## config.mk

```make
export PLATFORM = sky130hd
export DESIGN_NAME = regfile_writeback_queue
export DESIGN_NICKNAME = d
export VERILOG_FILES = /design/src/rtl/regfile_writeback_queue_pkg.sv /design/src/rtl/regfile_writeback_queue_fwd.sv /design/src/rtl/regfile_writeback_queue.sv
export SDC_FILE = /design/constraint.sdc
export NUM_CORES = 1
export LEC_CHECK = 0
export ABC_AREA = 1
export CORE_AREA = 2 2 177 179
export DETAILED_ROUTE_END_ITERATION = 6
export DIE_AREA = 0 0 179 181
export PLACE_DENSITY = 0.67
export SYNTH_ARGS = -nofsm -noshare
export SYNTH_HDL_FRONTEND = slang
export SYNTH_SLANG_ARGS = --single-unit
```

## constraint.sdc

```tcl
create_clock -name clk -period 7.75 [get_ports clk]
set_input_delay 1.55 -clock clk [delete_from_list [all_inputs] [get_ports clk]]
set_output_delay 1.55 -clock clk [all_outputs]
set_load 0.05 [all_outputs]
```

## src/rtl/regfile_writeback_queue_pkg.sv

```systemverilog
// wb_pkg: shared types and constants for the register-file writeback queue.
//   wb_entry_t : one queued register write {addr, data} at default widths.
//   REG_ZERO   : hard-wired zero register; writes to it are dropped.
package wb_pkg;

  localparam int WB_AW = 5;
  localparam int WB_DW = 32;

  typedef struct packed {
    logic [WB_AW-1:0] addr;
    logic [WB_DW-1:0] data;
  } wb_entry_t;

  localparam logic [4:0] REG_ZERO = 5'd0;

endpackage

```

## src/rtl/regfile_writeback_queue_fwd.sv

```systemverilog
// wb_fwd_match: youngest-match search over the occupied queue entries.
//   head      : physical index of the oldest entry.
//   cnt       : number of occupied entries (age offsets 0..cnt-1 are valid).
//   ent_addr  : per-slot destination register, indexed by physical slot.
//   ent_data  : per-slot data.
//   lkp_addr  : register being read by decode.
//   hit/data  : youngest pending value for lkp_addr; 0 when no hit or lkp is r0.
module wb_fwd_match
  import wb_pkg::*;
#(
  parameter int DEPTH = 4,
  parameter int AW    = 5,
  parameter int DW    = 32,
  parameter int PW    = (DEPTH > 1) ? $clog2(DEPTH) : 1,
  parameter int CW    = $clog2(DEPTH+1)
) (
  input  logic [PW-1:0]            head,
  input  logic [CW-1:0]            cnt,
  input  logic [DEPTH-1:0][AW-1:0] ent_addr,
  input  logic [DEPTH-1:0][DW-1:0] ent_data,
  input  logic [AW-1:0]            lkp_addr,
  output logic                     hit,
  output logic [DW-1:0]            data
);

  logic [PW:0]   sum;
  logic [PW-1:0] idx;

  // Walk in age order (offset from head) so wrapped entries rank correctly;
  // a later match overrides an earlier one, leaving the youngest.
  always_comb begin
    hit  = 1'b0;
    data = '0;
    sum  = '0;
    idx  = '0;
    if (lkp_addr != AW'(REG_ZERO)) begin
      for (int i = 0; i < DEPTH; i++) begin
        sum = {1'b0, head} + (PW+1)'(i);
        if (sum >= (PW+1)'(DEPTH)) sum = sum - (PW+1)'(DEPTH);
        idx = sum[PW-1:0];
        if ((CW'(i) < cnt) && (ent_addr[idx] == lkp_addr)) begin
          hit  = 1'b1;
          data = ent_data[idx];
        end
      end
    end
  end

endmodule

```

## src/rtl/regfile_writeback_queue.sv

```systemverilog
// regfile_writeback_queue: buffers register writes from the load unit and the
// ALU and drains one per cycle into the register-file write port, in program
// order. Also forwards still-queued values to the rs/rt decode lookups.
//   clk, rst (async, active-low)
//   mem_valid/ready/addr/data : load-unit producer (older when both push)
//   alu_valid/ready/addr/data : ALU producer
//   wr_en/addr/data           : register-file write port, head of queue
//   rs_*, rt_*                : forwarding lookups (youngest queued match)
//   count/empty/full          : occupancy
module regfile_writeback_queue
  import wb_pkg::*;
#(
  parameter int DEPTH = 4,
  parameter int AW    = 5,
  parameter int DW    = 32
) (
  input  logic                       clk,
  input  logic                       rst,
  input  logic                       mem_valid,
  output logic                       mem_ready,
  input  logic [AW-1:0]              mem_addr,
  input  logic [DW-1:0]              mem_data,
  input  logic                       alu_valid,
  output logic                       alu_ready,
  input  logic [AW-1:0]              alu_addr,
  input  logic [DW-1:0]              alu_data,
  output logic                       wr_en,
  output logic [AW-1:0]              wr_addr,
  output logic [DW-1:0]              wr_data,
  input  logic [AW-1:0]              rs_addr,
  output logic                       rs_hit,
  output logic [DW-1:0]              rs_data,
  input  logic [AW-1:0]              rt_addr,
  output logic                       rt_hit,
  output logic [DW-1:0]              rt_data,
  output logic [$clog2(DEPTH+1)-1:0] count,
  output logic                       empty,
  output logic                       full
);

  localparam int PW     = (DEPTH > 1) ? $clog2(DEPTH) : 1;
  localparam int CW     = $clog2(DEPTH+1);
  localparam int N_LKP  = 2;

  typedef struct packed {
    logic [AW-1:0] addr;
    logic [DW-1:0] data;
  } entry_t;

  entry_t        ent_q [DEPTH];
  entry_t        ent_d [DEPTH];
  logic [PW-1:0] head_q, head_d;
  logic [PW-1:0] tail_q, tail_d;
  logic [CW-1:0] count_q, count_d;

  logic          mem_push, alu_push, pop;
  logic [PW-1:0] mem_slot, alu_slot;

  function automatic logic [PW-1:0] ptr_inc(input logic [PW-1:0] p);
    return (p == PW'(DEPTH-1)) ? '0 : p + PW'(1);
  endfunction

  // Ready looks only at the registered count. alu_ready keeps one extra slot
  // so a mem push and an alu push can both land in the same cycle.
  assign mem_ready = count_q < CW'(DEPTH);
  assign alu_ready = count_q < CW'(DEPTH-1);

  assign empty = (count_q == '0);
  assign full  = (count_q == CW'(DEPTH));
  assign count = count_q;

  // r0 writes complete the handshake but are never stored.
  assign mem_push = mem_valid && mem_ready && (mem_addr != AW'(REG_ZERO));
  assign alu_push = alu_valid && alu_ready && (alu_addr != AW'(REG_ZERO));

  // The register file never stalls, so anything at head drains this cycle.
  assign pop = !empty;

  // mem is the older instruction, so it takes the first free slot.
  assign mem_slot = tail_q;
  assign alu_slot = mem_push ? ptr_inc(tail_q) : tail_q;

  always_comb begin
    for (int i = 0; i < DEPTH; i++) ent_d[i] = ent_q[i];
    tail_d = tail_q;
    if (mem_push) begin
      ent_d[mem_slot] = '{addr: mem_addr, data: mem_data};
      tail_d          = ptr_inc(tail_d);
    end
    if (alu_push) begin
      ent_d[alu_slot] = '{addr: alu_addr, data: alu_data};
      tail_d          = ptr_inc(tail_d);
    end
    head_d  = pop ? ptr_inc(head_q) : head_q;
    count_d = count_q + CW'(mem_push) + CW'(alu_push) - CW'(pop);
  end

  always_ff @(posedge clk or negedge rst) begin
    if (!rst) begin
      head_q  <= '0;
      tail_q  <= '0;
      count_q <= '0;
    end else begin
      head_q  <= head_d;
      tail_q  <= tail_d;
      count_q <= count_d;
    end
  end

  // Entry payload needs no reset: occupancy is tracked by count alone.
  always_ff @(posedge clk) begin
    for (int i = 0; i < DEPTH; i++) ent_q[i] <= ent_d[i];
  end

  // Write port: head entry straight from storage, forced to zero when empty.
  assign wr_en   = !empty;
  assign wr_addr = empty ? '0 : ent_q[head_q].addr;
  assign wr_data = empty ? '0 : ent_q[head_q].data;

  // Forwarding: search registered storage only; this cycle's pushes are
  // not visible until they are stored.
  logic [DEPTH-1:0][AW-1:0] ent_addr;
  logic [DEPTH-1:0][DW-1:0] ent_data;
  logic [N_LKP-1:0][AW-1:0] lkp_addr;
  logic [N_LKP-1:0]         lkp_hit;
  logic [N_LKP-1:0][DW-1:0] lkp_data;

  always_comb begin
    for (int i = 0; i < DEPTH; i++) begin
      ent_addr[i] = ent_q[i].addr;
      ent_data[i] = ent_q[i].data;
    end
  end

  assign lkp_addr = {rt_addr, rs_addr};

  for (genvar g = 0; g < N_LKP; g++) begin : g_fwd
    wb_fwd_match #(
      .DEPTH (DEPTH),
      .AW    (AW),
      .DW    (DW),
      .PW    (PW),
      .CW    (CW)
    ) u_fwd (
      .head     (head_q),
      .cnt      (count_q),
      .ent_addr (ent_addr),
      .ent_data (ent_data),
      .lkp_addr (lkp_addr[g]),
      .hit      (lkp_hit[g]),
      .data     (lkp_data[g])
    );
  end

  assign rs_hit  = lkp_hit[0];
  assign rs_data = lkp_data[0];
  assign rt_hit  = lkp_hit[1];
  assign rt_data = lkp_data[1];

  a_no_overflow : assert property (@(posedge clk) disable iff (!rst)
    count_q <= CW'(DEPTH));
  a_no_empty_pop : assert property (@(posedge clk) disable iff (!rst)
    (count_q == '0) |-> !pop);

endmodule
```

; Yosys cells after proc, flatten, opt, wreduce, memory -nomap -nowiden
; Memories as Yosys holds them, arrays and structs flattened.
; Cells that the tools add are included.
; W data, S select, Z words.
[classes]
addsub = 13
n_mux = 79
n_lt_le_gt_ge = 22
n_eq_ne = 12
reduce_logical = 20
bitwise = 2
[ops]
columns = cell, n
row1 = $mux W32, 19
row2 = $bmux W32 S2, 8
row3 = $bwmux W148, 2
row4 = $mux W148, 2
row5 = $demux W37 S2, 2
row6 = $bmux W5 S2, 8
row7 = $mux W37, 2
row8 = $mux W5, 9
row9 = $eq A5 B5 Y1, 8
row10 = $mux W2, 17
row11 = $lt A2 B3 Y1 const B, 8
row12 = $reduce_bool A5 Y1, 4
row13 = $ge A3 B3 Y1 const B, 5
row14 = $logic_and A1 B1 Y1, 14
row15 = $mux W1, 10
row16 = $sub A2 B1 Y2 const B, 4
row17 = $add A2 B1 Y2 const B, 3
row18 = $add A2 B2 Y3 const B, 2
row19 = $add A3 B1 Y3, 2
row20 = $eq A2 B2 Y1 const B, 3
row21 = $lt A1 B3 Y1 const A, 2
row22 = $lt A2 B3 Y1 const A, 2
row23 = $lt A3 B1 Y1 const B, 2
row24 = $not A2 Y3, 2
row25 = 8 further kinds, 8
[word_totals]
memories = 1
ff_bits = 7
inputBits = 88
out_inout_bits = 111
mem_bits_rw = 148
[memory_table]
columns = memory, depth, width, rd, rd_ports_with_merged_regs, write_ports, line_no
row1 = ent_q, 4, 37, 5, 0, 4, regfile_writeback_queue.sv:50  ; entry_t ent_q [DEPTH];

; Logic depth before layout (Yosys ltp)
[depth]
word_depth = 12
mapped_depth = 16
ltp_nobuf = 13

; Cells and area by module
; Synthesis repeated with hierarchy kept, for this count alone.
[unflattened]
hier_cells = 3682
hier_area_um2 = 19322.3
[modules_own_cells]
columns = mod, n_inst, area_per_inst_um2, cells_each
row1 = wb_fwd_match, 2, 5233.8, 1166
row2 = regfile_writeback_queue, 1, 8854.7, 1350

; Least setup slack after synthesis
; OpenSTA, ideal clock, no wires.
[synth_timing]
path_type = input port to output port
from = input rt_addr[1]
to = output rt_data[1]
t_required_ns = 6.200
cell_stages = 10
slack_ns = 2.810
arrival_ns = 3.390
path_buffers = 2
path_cell_list = clkbuf_1 inv_1 nand2_1 nand2_1 nor2_4 nand3_4 clkbuf_1 o21ai_0 nand2_1 a21oi_1
[synth_between]
elab_chain_len = 7
[synth_lines]
columns = item, line_no
row1 = "start, declared", regfile_writeback_queue.sv:33  ; input logic [AW-1:0] rt_addr,
row2 = $eq A5 B5 Y1, regfile_writeback_queue_fwd.sv:41  ; if ((CW'(i) < cnt) && (ent_addr[idx] == lkp_addr)) begin
row3 = $logic_and A1 B1 Y1, regfile_writeback_queue_fwd.sv:41
row4 = $mux W32 (4 in series), regfile_writeback_queue_fwd.sv:41
row5 = $mux W32 *, regfile_writeback_queue_fwd.sv:36  ; if (lkp_addr != AW'(REG_ZERO)) begin
row6 = "end, declared", regfile_writeback_queue.sv:35  ; output logic [DW-1:0] rt_data,
; Mark *: on every way between the ends. The rest lies on a longest branch, timed or not.

; Worst setup path in the final report
[layout_timing]
from = register head_q[0]
to = output rt_data[19]
[layout_between]
elab_chain_len = 12
[layout_lines]
columns = item, line_no
row1 = "start, declared", regfile_writeback_queue.sv:52  ; logic [PW-1:0] head_q, head_d;
row2 = "start signal, assigned", regfile_writeback_queue.sv:100  ; head_q <= '0;
row3 = "start signal, assigned", regfile_writeback_queue.sv:104  ; head_q <= head_d;
row4 = "$add A2 B1 Y3, or another cell as far along", regfile_writeback_queue_fwd.sv:38  ; sum = {1'b0, head} + (PW+1)'(i);
row5 = "$ge A3 B3 Y1, or another cell as far along", regfile_writeback_queue_fwd.sv:39  ; if (sum >= (PW+1)'(DEPTH)) sum = sum - (PW+1)'(DEPTH);
row6 = $mux W2 (on tied branches), "regfile_writeback_queue_fwd.sv:39, regfile_writeback_queue_fwd.sv:36"
row7 = $mux W2 or $bmux W5 S2 (tied branches), "regfile_writeback_queue_fwd.sv:36, regfile_writeback_queue_fwd.sv:41"
row8 = $bmux W5 S2 or $mux W5 (tied branches), regfile_writeback_queue_fwd.sv:41
row9 = $mux W5 (not written as such) or $eq A5 B5 Y1 (tied branches), regfile_writeback_queue_fwd.sv:41
row10 = $eq A5 B5 Y1 or $logic_and A1 B1 Y1 (tied branches), regfile_writeback_queue_fwd.sv:41
row11 = $logic_and A1 B1 Y1 or $mux W32 (tied branches), regfile_writeback_queue_fwd.sv:41
row12 = $mux W32 (2 in series), regfile_writeback_queue_fwd.sv:41
row13 = $mux W32 *, regfile_writeback_queue_fwd.sv:41
row14 = $mux W32 *, regfile_writeback_queue_fwd.sv:36
; Mark *: on every way between the ends. The rest lies on a longest branch, timed or not. The select of a mux whose other input is x is not followed.

==> impl_results.md <==
- Minimum clock period: 6.902 ns
- Die ar.: 0.03240 sq mm
- Post-CTS setup buffer count: 0
- Antenna Diode Count: 0
- Period utilisation layout: 89.06%
- Largest net degree at the start of global routing: 83
- CP max stage cell: ha_2
- Synth Flop Type: dfxtp_1
- Fillers: 3128
- Worst R2R Path Depth: 10
- Critical Path End Type: primary output
- RSZ-0062 raised after global routing: false
- Placer Congestion: 0.8463
- Fmax: 0.1449 GHz
- Post-CTS Resized: 0
- Final nets: 2619
- Worst hold path type: reg2reg
- PortBufs: 198
- Number of global-route vias before repair: 14584
- # setup viols final: 0
- Initial Util: 44.63%
- Outcome: finished clean
- Maximum clock insertion buffer count: 2
- CTS tree: done
- Total number of yosys warnings: 0
- Tot GR Track Use: 29.07%
- Critical Path Fanout Max: 65
- Clock Latency Late Sink: 0.43 ns
- Setup crit end: rt_data[19]
- Crit Path Class: reg2out
- # rows: 64
- Via count: 15978
- Total negative slack: 0 ns
- Required time of the critical path: 6.20 ns
- Total core area: 0.03035 sq mm
- Post-synth EDFFs: 0
- Commonest non-fill, non-tap cell in the layout: nand2_1
- Yosys cell types: 34
- Max cap viols: 0
- Post-Syn Area: 0.01355 sq mm
- Detailed-route wire length: 46.73 mm
- First-pass GRT wire length: 75.69 mm
- DP HPWL: 32.63 mm
- Worst Max-Slew Pin Slew: 1.204 ns
- Overflow left after global routing: 0
- Final Max Tran Viols: 0
- I/O pin count: 199
- R2R Path Start: count[2]
- Layout cells sized above 1: 5.813%
- Clk slew on worst S/H paths: 0.07 ns
- Die Y: 181 microns
- Worst r2r dst: ent_q[0][4]
- Clk_skew: 0.01056 ns
- Post-synthesis cell count: 2448
- CTS H-tree lvls: 4
- Remaining DRCs: 0
- Slew margin rel.: 19.52%
- CP dominant cell by count: nand2_1
- Drt pass-1 iters: 6
- FF-to-FF setup slack: 4.40 ns
- Total CTS buffers: 17
- Crit path launch: head_q[0]
- Via density: 5.463
- Seq/Total Area, Yosys: 23.17%
- Startpoint Class: flop
- Fin. Hold Viols: 0
- Initial antenna violation count: 0
- Syn nets: 2551
- Commonest cells after routing, fill and taps aside: nand2_1, o21ai_0, inv_1
- Critical path's largest stage delay: 0.82 ns
- Worst-path cell chain: ha_2, inv_2, nand3_1, nand2_1, nand2_1, nand2_1, nor2_4, nand3_4, a21oi_4, buf_4, nand2_1, a21oi_1, clkdlybuf4s50_1
- Post-synth ARST share: 4.516%
- Register bit total from synthesis: 155
- Wire per inst: 15.98 microns
- Clk sinks: 155
- Initial DRC Count: 1536
- Hold-fix buffers, CTS: 0
- Clock root cell: clkbuf_16
- Synthesized area per cell: 5.533 sq um
- Chip Width: 179 microns
- Syn-to-layout area delta: 18.19%
- Routed Antenna Nets: 0
- CP arrival: 5.35 ns
## how the worst min path moves through the flow
stage / from / end / depth (start not counted)
3_5_place_dp: ent_q[0][30] / ent_q[0][30] / 2
5_1_grt: ent_q[0][30] / ent_q[0][30] / 2
3_3_place_gp: ent_q[0][33] / ent_q[0][33] / 2
6_report: ent_q[0][30] / ent_q[0][30] / 2
2_1_floorplan: ent_q[0][30] / ent_q[0][30] / 2
4_1_cts: ent_q[0][30] / ent_q[0][30] / 2
## registers in the layout, summed over array words and instances (netlist names)
signal and flops:
head_q 2, ent_q 148, mem_slot 2, count 3
## cells by family (layout without fill, tap and decap cells)
group / after synthesis / count (layout) / synth area share, %
AO/OA/AOI/OAI: 669 / 669 / 27.64
XOR/XNOR: 6 / 6 / 0.3880
adder cells (fa/ha/maj): 15 / 15 / 1.496
buffers and inverters: 457 / 538 / 13.41
flip-flops: 155 / 155 / 23.17
AND/OR/NAND/NOR: 1146 / 1146 / 33.90
## layout make-up
cell class,count,area (sq um),area share [%]
sequential,155,3142,19.62
multi-input combinational,1836,8651,54.04
timing repair buffer,225,2110,13.18
clock inverter,13,110.1,0.6878
tap,396,495.5,3.095
clock buffer,19,442.9,2.767
inverter,281,1059,6.612
## Yosys cell counts, types with 2 or more instances
library cell / number / area [sq um]
a21oi_1: 59 / 295.3
a21oi_2: 12 / 105.1
a31oi_1: 22 / 137.6
buf_1: 24 / 90.09
buf_2: 34 / 170.2
buf_4: 6 / 45.04
buf_6: 3 / 33.78
clkbuf_1: 108 / 405.4
dfrtp_1: 7 / 175.2
dfxtp_1: 148 / 2963
fa_1: 2 / 40.04
ha_1: 13 / 162.7
inv_1: 276 / 1036
inv_2: 3 / 11.26
nand2_1: 787 / 2954
nand2_2: 12 / 75.07
nand3_1: 98 / 490.5
nand3_2: 6 / 60.06
nand4_1: 14 / 87.58
nor2_1: 214 / 803.3
nor2_2: 6 / 37.54
nor2_4: 3 / 33.78
nor3_1: 4 / 20.02
o211ai_1: 126 / 945.9
o21a_1: 3 / 22.52
o21ai_0: 413 / 2067
o21ai_1: 34 / 170.2
xor2_1: 5 / 43.79
## stage by stage
stage	hold WS [ns]	cells	cell area (sq um)	util (%)	setup slack [ns]
after floorplan	0.4580	2448	13550	-	2.810
after global placement	0.4720	2893	15460	50.93	1.292
after detailed placement	0.4802	2893	15460	50.93	1.262
after CTS	0.4899	2925	16010	52.75	0.8345
after global routing	0.5133	2925	16010	52.75	0.4264
final	0.4927	2925	16010	52.75	0.8480
## routing by layer
metal | global-route usage (%) | up-vias | part of all wire (%)
met4 | 9.821 | 0 | 2.8
met3 | 3.956 | 78 | 6.9
met1 | 39.62 | 7232 | 46
met2 | 46.91 | 625 | 44
met5 | 0 | - | 0
li1 | - | 8043 | -
## worst max-delay path: cells and delay by family (launching register included)
family | cells | cell delay (ns)
AO/OA/AOI/OAI | 2 | 0.70
adder cells (fa/ha/maj) | 1 | 0.82
AND/OR/NAND/NOR | 7 | 1.05
buffers and inverters | 3 | 1.61
flip-flops | 1 | 0.71
Power is left out: the tool's default activity adds up to more than one toggle a clock period on the data nets, which glitch-free logic cannot reach.
